`src/rtl/p6_controller_if.sv`:
```
`default_nettype none
// +-----------------------------------------------------------------------+
// | Module  : p6_controller_if                                            |
// | Brief   : Unified-memory bus between the p6 controller and memory.    |
// |           Command/address flow from the controller; the read word     |
// |           returns one cycle after a READ command.                     |
// | Rev     : 1.0                                                         |
// +-----------------------------------------------------------------------+
interface p6_controller_if #(
   parameter int ADDR_W = 9
) ();
   logic [1:0]        mem_cmd;    // 00 NONE, 01 READ, 10 WRITE
   logic [ADDR_W-1:0] mem_addr;
   logic [15:0]       mem_rdata;

   modport master (
      output mem_cmd,
      output mem_addr,
      input  mem_rdata
   );

   modport slave (
      input  mem_cmd,
      input  mem_addr,
      output mem_rdata
   );
endinterface
`default_nettype wire

```
`src/rtl/p6_controller.sv`:
```
`default_nettype none
// +-----------------------------------------------------------------------+
// | Module  : p6_controller                                               |
// | Brief   : Multicycle control unit for the simple RISC machine. Owns   |
// |           PC, IR and the data-address register, fetches from unified  |
// |           memory and sequences p6_datapath one state per cycle.       |
// | Rev     : 1.0                                                         |
// +-----------------------------------------------------------------------+
module p6_controller #(
   parameter int ADDR_W   = 9,
   parameter int RESET_PC = 0
) (
   input  wire               clk,
   input  wire               reset_n,
   p6_controller_if.master   mem,
   input  wire  [15:0]       datapath_out,
   input  wire               N_in,
   input  wire               V_in,
   input  wire               Z_in,
   output logic [2:0]        readnum,
   output logic [2:0]        writenum,
   output logic              write,
   output logic              loada,
   output logic              loadb,
   output logic              loadc,
   output logic              loads,
   output logic              asel,
   output logic              bsel,
   output logic [1:0]        vsel,
   output logic [1:0]        shift,
   output logic [1:0]        ALUop,
   output logic [15:0]       sximm5,
   output logic [15:0]       sximm8,
   output logic [15:0]       PC,
   output logic              halted
);

   localparam logic [ADDR_W-1:0] c_reset_pc = ADDR_W'(RESET_PC);
   localparam logic [ADDR_W-1:0] c_pc_one   = ADDR_W'(1);

   localparam logic [1:0] c_cmd_none  = 2'b00;
   localparam logic [1:0] c_cmd_read  = 2'b01;
   localparam logic [1:0] c_cmd_write = 2'b10;

   typedef enum logic [4:0] {
      S_RST     = 5'd0,
      S_FETCH   = 5'd1,
      S_LOAD_IR = 5'd2,
      S_DECODE  = 5'd3,
      S_GET_A   = 5'd4,
      S_GET_B   = 5'd5,
      S_EXEC    = 5'd6,
      S_WR_REG  = 5'd7,
      S_WR_IMM  = 5'd8,
      S_ADDR    = 5'd9,
      S_LATCH   = 5'd10,
      S_MEM_RD  = 5'd11,
      S_MEM_WB  = 5'd12,
      S_PASS    = 5'd13,
      S_MEM_WR  = 5'd14,
      S_LINK    = 5'd15,
      S_BRANCH  = 5'd16,
      S_SET_PC  = 5'd17,
      S_HALT    = 5'd18
   } state_t;

   state_t            r_state;
   state_t            w_next_state;
   logic [ADDR_W-1:0] r_pc;
   logic [15:0]       r_ir;
   logic [ADDR_W-1:0] r_daddr;

   logic [2:0]        w_opcode;
   logic [1:0]        w_op;
   logic [2:0]        w_rn;
   logic [2:0]        w_rd;
   logic [1:0]        w_sh;
   logic [2:0]        w_rm;
   logic [2:0]        w_cond;
   logic              w_cond_true;
   logic              w_take_branch;
   logic              w_is_cmp;
   logic              w_is_str;
   logic              w_is_bx;
   logic              w_b_from_rd;
   logic [1:0]        w_mem_cmd;
   logic [ADDR_W-1:0] w_mem_addr;

   // Instruction fields
   assign w_opcode = r_ir[15:13];
   assign w_op     = r_ir[12:11];
   assign w_rn     = r_ir[10:8];
   assign w_rd     = r_ir[7:5];
   assign w_sh     = r_ir[4:3];
   assign w_rm     = r_ir[2:0];
   assign w_cond   = r_ir[10:8];

   assign w_is_cmp    = (w_opcode == 3'b101) && (w_op == 2'b01);
   assign w_is_str    = (w_opcode == 3'b100);
   assign w_is_bx     = (w_opcode == 3'b010);
   // STR and BX read their second operand from the Rd field, not Rm
   assign w_b_from_rd = w_is_str || w_is_bx;

   assign sximm5 = {{11{r_ir[4]}}, r_ir[4:0]};
   assign sximm8 = {{8{r_ir[7]}},  r_ir[7:0]};

   assign mem.mem_cmd  = w_mem_cmd;
   assign mem.mem_addr = w_mem_addr;

   generate
      if (ADDR_W < 16) begin : g_pc_narrow
         logic w_unused_dp;
         assign PC          = {{(16-ADDR_W){1'b0}}, r_pc};
         assign w_unused_dp = &{1'b0, datapath_out[15:ADDR_W]};
      end else begin : g_pc_full
         assign PC = r_pc;
      end
   endgenerate

   // Branch condition evaluated against the flags latched by the last CMP
   always_comb begin
      w_cond_true = 1'b0;
      case (w_cond)
         3'b000:  w_cond_true = 1'b1;
         3'b001:  w_cond_true = Z_in;
         3'b010:  w_cond_true = ~Z_in;
         3'b011:  w_cond_true = N_in ^ V_in;
         3'b100:  w_cond_true = (N_in ^ V_in) | Z_in;
         default: w_cond_true = 1'b0;
      endcase
   end

   // BL reaches BRANCH through LINK and is always taken
   assign w_take_branch = (w_opcode == 3'b010) || w_cond_true;

   // FSM state register
   always_ff @(posedge clk or negedge reset_n) begin
      if (!reset_n) begin
         r_state <= S_RST;
      end else begin
         r_state <= w_next_state;
      end
   end

   // PC, IR and data-address registers, updated only in their owning states
   always_ff @(posedge clk or negedge reset_n) begin
      if (!reset_n) begin
         r_pc    <= c_reset_pc;
         r_ir    <= 16'h0000;
         r_daddr <= '0;
      end else begin
         case (r_state)
            S_LOAD_IR: begin
               r_ir <= mem.mem_rdata;
               r_pc <= r_pc + c_pc_one;
            end
            S_LATCH: begin
               r_daddr <= datapath_out[ADDR_W-1:0];
            end
            S_BRANCH: begin
               if (w_take_branch) begin
                  r_pc <= r_pc + sximm8[ADDR_W-1:0];
               end
            end
            S_SET_PC: begin
               r_pc <= datapath_out[ADDR_W-1:0];
            end
            default: begin
            end
         endcase
      end
   end

   // Next-state and per-state datapath/memory controls
   always_comb begin
      w_next_state = r_state;
      w_mem_cmd    = c_cmd_none;
      w_mem_addr   = '0;
      readnum      = 3'd0;
      writenum     = 3'd0;
      write        = 1'b0;
      loada        = 1'b0;
      loadb        = 1'b0;
      loadc        = 1'b0;
      loads        = 1'b0;
      asel         = 1'b0;
      bsel         = 1'b0;
      vsel         = 2'b00;
      shift        = 2'b00;
      ALUop        = 2'b00;
      halted       = 1'b0;

      case (r_state)
         S_RST: begin
            w_next_state = S_FETCH;
         end
         S_FETCH: begin
            w_mem_cmd    = c_cmd_read;
            w_mem_addr   = r_pc;
            w_next_state = S_LOAD_IR;
         end
         S_LOAD_IR: begin
            w_next_state = S_DECODE;
         end
         S_DECODE: begin
            case (w_opcode)
               3'b110: begin
                  if (w_op == 2'b10)      w_next_state = S_WR_IMM;
                  else if (w_op == 2'b00) w_next_state = S_GET_B;
                  else                    w_next_state = S_FETCH;
               end
               3'b101: begin
                  // MVN has no A operand; the rest read Rn first
                  w_next_state = (w_op == 2'b11) ? S_GET_B : S_GET_A;
               end
               3'b011, 3'b100: begin
                  w_next_state = (w_op == 2'b00) ? S_GET_A : S_FETCH;
               end
               3'b001: begin
                  w_next_state = S_BRANCH;
               end
               3'b010: begin
                  if (w_op == 2'b11)      w_next_state = S_LINK;
                  else if (w_op == 2'b00) w_next_state = S_GET_B;
                  else                    w_next_state = S_FETCH;
               end
               3'b111: begin
                  w_next_state = S_HALT;
               end
               default: begin
                  w_next_state = S_FETCH;
               end
            endcase
         end
         S_GET_A: begin
            readnum      = w_rn;
            loada        = 1'b1;
            w_next_state = (w_opcode == 3'b101) ? S_GET_B : S_ADDR;
         end
         S_GET_B: begin
            readnum      = w_b_from_rd ? w_rd : w_rm;
            loadb        = 1'b1;
            w_next_state = w_b_from_rd ? S_PASS : S_EXEC;
         end
         S_EXEC: begin
            // MOV reg computes 0 + shifted B
            asel         = (w_opcode == 3'b110);
            shift        = w_sh;
            ALUop        = w_op;
            loadc        = 1'b1;
            loads        = w_is_cmp;
            w_next_state = w_is_cmp ? S_FETCH : S_WR_REG;
         end
         S_WR_REG: begin
            writenum     = w_rd;
            vsel         = 2'b00;
            write        = 1'b1;
            w_next_state = S_FETCH;
         end
         S_WR_IMM: begin
            writenum     = w_rn;
            vsel         = 2'b01;
            write        = 1'b1;
            w_next_state = S_FETCH;
         end
         S_ADDR: begin
            bsel         = 1'b1;
            ALUop        = 2'b00;
            loadc        = 1'b1;
            w_next_state = S_LATCH;
         end
         S_LATCH: begin
            w_next_state = w_is_str ? S_GET_B : S_MEM_RD;
         end
         S_MEM_RD: begin
            w_mem_cmd    = c_cmd_read;
            w_mem_addr   = r_daddr;
            w_next_state = S_MEM_WB;
         end
         S_MEM_WB: begin
            writenum     = w_rd;
            vsel         = 2'b10;
            write        = 1'b1;
            w_next_state = S_FETCH;
         end
         S_PASS: begin
            asel         = 1'b1;
            shift        = 2'b00;
            ALUop        = 2'b00;
            loadc        = 1'b1;
            w_next_state = w_is_str ? S_MEM_WR : S_SET_PC;
         end
         S_MEM_WR: begin
            w_mem_cmd    = c_cmd_write;
            w_mem_addr   = r_daddr;
            w_next_state = S_FETCH;
         end
         S_LINK: begin
            writenum     = 3'd7;
            vsel         = 2'b11;
            write        = 1'b1;
            w_next_state = S_BRANCH;
         end
         S_BRANCH: begin
            w_next_state = S_FETCH;
         end
         S_SET_PC: begin
            w_next_state = S_FETCH;
         end
         S_HALT: begin
            halted       = 1'b1;
            w_next_state = S_HALT;
         end
         default: begin
            w_next_state = S_RST;
         end
      endcase
   end

endmodule
`default_nettype wire
```
`src/flat_wrapper.sv`:
```
// flat-port wrapper written by rule: the top's interface ports become plain ports
module p6_controller_flat 
#(
   parameter int ADDR_W   = 9,
   parameter int RESET_PC = 0
)
  (clk, reset_n, datapath_out, N_in, V_in, Z_in, readnum, writenum, write, loada, loadb, loadc, loads, asel, bsel, vsel, shift, ALUop, sximm5, sximm8, PC, halted, mem_mem_cmd, mem_mem_addr, mem_mem_rdata);
  p6_controller_if #(.ADDR_W(ADDR_W)) mem_i ();
  input  wire clk;
  input  wire reset_n;
  input  wire  [15:0] datapath_out;
  input  wire N_in;
  input  wire V_in;
  input  wire Z_in;
  output logic [2:0] readnum;
  output logic [2:0] writenum;
  output logic write;
  output logic loada;
  output logic loadb;
  output logic loadc;
  output logic loads;
  output logic asel;
  output logic bsel;
  output logic [1:0] vsel;
  output logic [1:0] shift;
  output logic [1:0] ALUop;
  output logic [15:0] sximm5;
  output logic [15:0] sximm8;
  output logic [15:0] PC;
  output logic halted;
  output wire logic [$bits(mem_i.mem_cmd)-1:0] mem_mem_cmd;
  output wire logic [$bits(mem_i.mem_addr)-1:0] mem_mem_addr;
  input wire logic [$bits(mem_i.mem_rdata)-1:0] mem_mem_rdata;
  assign mem_mem_cmd = mem_i.mem_cmd;
  assign mem_mem_addr = mem_i.mem_addr;
  assign mem_i.mem_rdata = mem_mem_rdata;
  p6_controller #(.ADDR_W(ADDR_W), .RESET_PC(RESET_PC)) u_core (.clk(clk), .reset_n(reset_n), .mem(mem_i), .datapath_out(datapath_out), .N_in(N_in), .V_in(V_in), .Z_in(Z_in), .readnum(readnum), .writenum(writenum), .write(write), .loada(loada), .loadb(loadb), .loadc(loadc), .loads(loads), .asel(asel), .bsel(bsel), .vsel(vsel), .shift(shift), .ALUop(ALUop), .sximm5(sximm5), .sximm8(sximm8), .PC(PC), .halted(halted));
endmodule
```
`config.mk`:
```
export PLATFORM = sky130hd
export DESIGN_NAME = p6_controller_flat
export DESIGN_NICKNAME = d
export VERILOG_FILES = /design/src/rtl/p6_controller_if.sv /design/src/rtl/p6_controller.sv /design/src/flat_wrapper.sv
export SDC_FILE = /design/constraint.sdc
export NUM_CORES = 1
export LEC_CHECK = 0
export CAP_MARGIN = 20
export CORE_MARGIN = 2
export CORE_UTILIZATION = 30
export CTS_BUF_LIST = sky130_fd_sc_hd__clkbuf_4 sky130_fd_sc_hd__clkbuf_8
export CTS_CLUSTER_DIAMETER = 120
export DETAILED_ROUTE_END_ITERATION = 10
export GPL_TIMING_DRIVEN = 0
export PLACE_DENSITY = 0.67
export RECOVER_POWER = 100
export SLEW_MARGIN = 15
export SYNTH_ARGS = -nofsm -noshare
export SYNTH_HDL_FRONTEND = slang
export SYNTH_SLANG_ARGS = --single-unit
```
`constraint.sdc`:
```
create_clock -name clk -period 6 [get_ports clk]
set_input_delay 1.2 -clock clk [delete_from_list [all_inputs] [get_ports clk]]
set_output_delay 1.2 -clock clk [all_outputs]
set_load 0.01 [all_outputs]
```
==> metrics.txt <==
post-CTS setup buffers 0; worst vdd ir 208 uV; clock-pin slew on the worst setup and hold paths 0.08 ns; Tcrit/Tclk final 0.679; static leakage 2.00 nW; post-DP HPWL 7410 um; clk_lat worst skew 0.29 ns; GRT overflow 0; Initial Util 0.305; share of cells above drive strength 1 0.165; synthesis-stage register bit count 39; switching pwr 918 uW; CTS Hold Bufs 0; clk_skew 0.00614 ns; relative slew slack 0.174; Sink Count 39; synth top area cells dfrtp_1 (31%), buf_4 (9.6%), mux2_2 (9.0%); first-pass GRT wire length 14800 um; worst min path class flip-flop to flip-flop; Fin Setup TNS 0 ns; routed wire length 9290 um; core area 10200 sq um; r2r startpoint u_core.r_state[2]; DRT iter0 DRCs 204; GPL Wtd Cong 0.914; drc violations 0; max incr delay on CP 0.62 ns; worst hold start u_core.r_daddr[5]; Util after Layout 0.431; Buf/Inv on CP 4; Post-synth EDFFs 0; Area Growth Syn to Fin 41.1%; delay-heaviest family, CP buffers and inverters; DIE AREA 11200 sq um; CP cell instances clkbuf_1 > clkbuf_1 > and3_1 > clkbuf_1 > a22o_1 > dlygate4sd3_1; post-layout min period 4.07 ns; clk buf depth 2; RSZ-0062 raised after global routing false; Worst Setup End Kind output port; Synth cell types 52; final net count 529; Cells after DPL 606; max-cap violations 0; drt pass-1 iters 4; Top Ports 116; PortBufs 101; Die X-Extent 106 um; gr usage total 0.166; crit-path max FO 10; worst slew pin tran 1.24 ns; CTS resizes 0; Pint 1.25 mW; vias in the first global route 2841; Max Clk Rate 0.245 GHz; status complete, no violations; Post-synth ARST share 1.00; Vias per Instance 4.92; Routed Antenna Nets 0; TritonCTS buffer count 5; combinational power share 0.658; crit path launch type flip-flop; sequential-to-total area share from yosys stat 0.313; CP arrival 2.87 ns; row count 37; vias post-DR 3028; Sw Share 0.424; routed len/inst 15.1 um; critical path required time 4.80 ns; synthesized netlist cell count 362; Synth top area share 0.313; antenna cells 0; H-tree Lvls 2; Top FF cell, synth dfrtp_1; Avg Cell Area, Syn 8.63 sq um; final hold viol count 0; synthesized cell area 3120 sq um; Finished Layout Cells 615; initial antenna violation count 0; CP most frequent cell clkbuf_1; largest net degree at the start of global routing 23; crit path max-delay cell type dlygate4sd3_1; CTS root buf clkbuf_8; CTS tree done; Final Slew Violations 0; critical path type flip-flop to output port; final setup violation count 0; Die Y 106 um; Crit. Startpoint u_core.r_state[1]; Power Density 491 nW/um^2; part of the power in registers 0.253; share of total power in the clock network 0.089; cell taking the most area after synthesis dfrtp_1; synth warn 0
## layout by cell type, fill, tap and decap left out, types with 3 or more instances in the layout
| master | instances |
|---|---|
| clkdlybuf4s50_1 | 51 |
| dlygate4sd3_1 | 49 |
| dfrtp_1 | 39 |
| nor2_1 | 32 |
| nand2_1 | 29 |
| mux2_2 | 25 |
| clkbuf_4 | 23 |
| a21oi_1 | 20 |
| buf_4 | 17 |
| clkbuf_1 | 16 |
| o21ai_0 | 16 |
| inv_1 | 14 |
| nor3_1 | 14 |
| ha_1 | 13 |
| nand2b_1 | 11 |
| and3_1 | 11 |
| a22o_1 | 9 |
| a31oi_1 | 8 |
| conb_1 | 7 |
| clkbuf_8 | 6 |
| a211oi_1 | 5 |
| xor2_1 | 4 |
| mux2i_1 | 4 |
| nand3_1 | 4 |
| nand3b_1 | 4 |
| nor2b_1 | 3 |
| o211ai_1 | 3 |
| a221o_1 | 3 |
## flip-flops by register name, indices dropped and copies added, names as in the netlist
name,cells
u_core.r_daddr,9
u_core.r_state,5
u_core.r_pc,9
u_core.r_ir,16
## area by class of cell
type	count	area [sq um]
Multi-Input combinational cell	260	1740
Tap cell	136	170
Fill cell	1024	5820
Sequential cell	39	976
Timing Repair Buffer	103	1020
Buffer	55	362
Inverter	14	52.6
Clock inverter	2	13.8
Clock buffer	6	82.6
## metrics by stage
stage               hold slack [ns]  power [mW]  setup WS (ns)  cell area, sq um
finish                        0.515        2.16           1.93              4410
global route                  0.522        2.34           1.75              4410
CTS                           0.516        2.25           1.83              4450
detailed placement            0.496        2.05           2.17              4350
global placement              0.488        2.01           2.20              4330
floorplan                     0.480        1.42           3.24              3150
## power groups by stage
stage                     logic (mW)  clock network (mW)  registers (mW)
final                           1.42               0.194           0.547
after global routing            1.56               0.209           0.571
after CTS                       1.50               0.199           0.551
after detailed placement        1.49                   0           0.558
after global placement          1.47                   0           0.545
after floorplan                0.903                   0           0.518
## Yosys cell counts, types with 5 or more instances
cell and count:
a211oi_1 5, a21oi_1 20, a22o_1 9, a31oi_1 8, and3_1 11, buf_4 40, clkbuf_1 12, dfrtp_1 39
ha_1 13, inv_1 14, mux2_2 25, nand2_1 29, nand2b_1 11, nor2_1 32, nor3_1 13, o21ai_0 16
## final timing paths
| kind | to | slack (ns) | cells past startpoint |
|---|---|---|---|
| setup reg to reg | u_core.r_pc[8] | 2.62 | 11 |
| setup / recovery | mem_mem_addr[3] | 1.93 | 6 |
| hold reg to reg | u_core.r_daddr[5] | 0.51 | 1 |
| max in group asynchronous | u_core.r_ir[11] | 3.34 | 2 |
| min in group asynchronous | u_core.r_daddr[1] | 1.02 | 1 |
| hold / removal | u_core.r_daddr[5] | 0.51 | 1 |
## layer usage
layer	track usage	vias up	part of all wire
met5	0	-	0
met2	0.274	117	0.46
li1	-	1468	-
met1	0.225	1429	0.46
met3	0.0251	14	0.061
met4	0.0479	0	0.020
## kinds of logic (layout without fill, tap and decap cells)
| kind of cell | count (synthesis) | count (layout) | share of synthesized area |
|---|---|---|---|
| fa+ha+maj | 14 | 14 | 0.0585 |
| simple gates | 123 | 123 | 0.202 |
| flops | 39 | 39 | 0.313 |
| mux | 29 | 29 | 0.103 |
| xor+xnor | 6 | 6 | 0.0168 |
| buf+inv | 69 | 180 | 0.134 |
| other cells | 1 | 7 | 0.00120 |
| compound gates | 81 | 81 | 0.172 |
No activity file was read; power rests on OpenSTA's default activity.
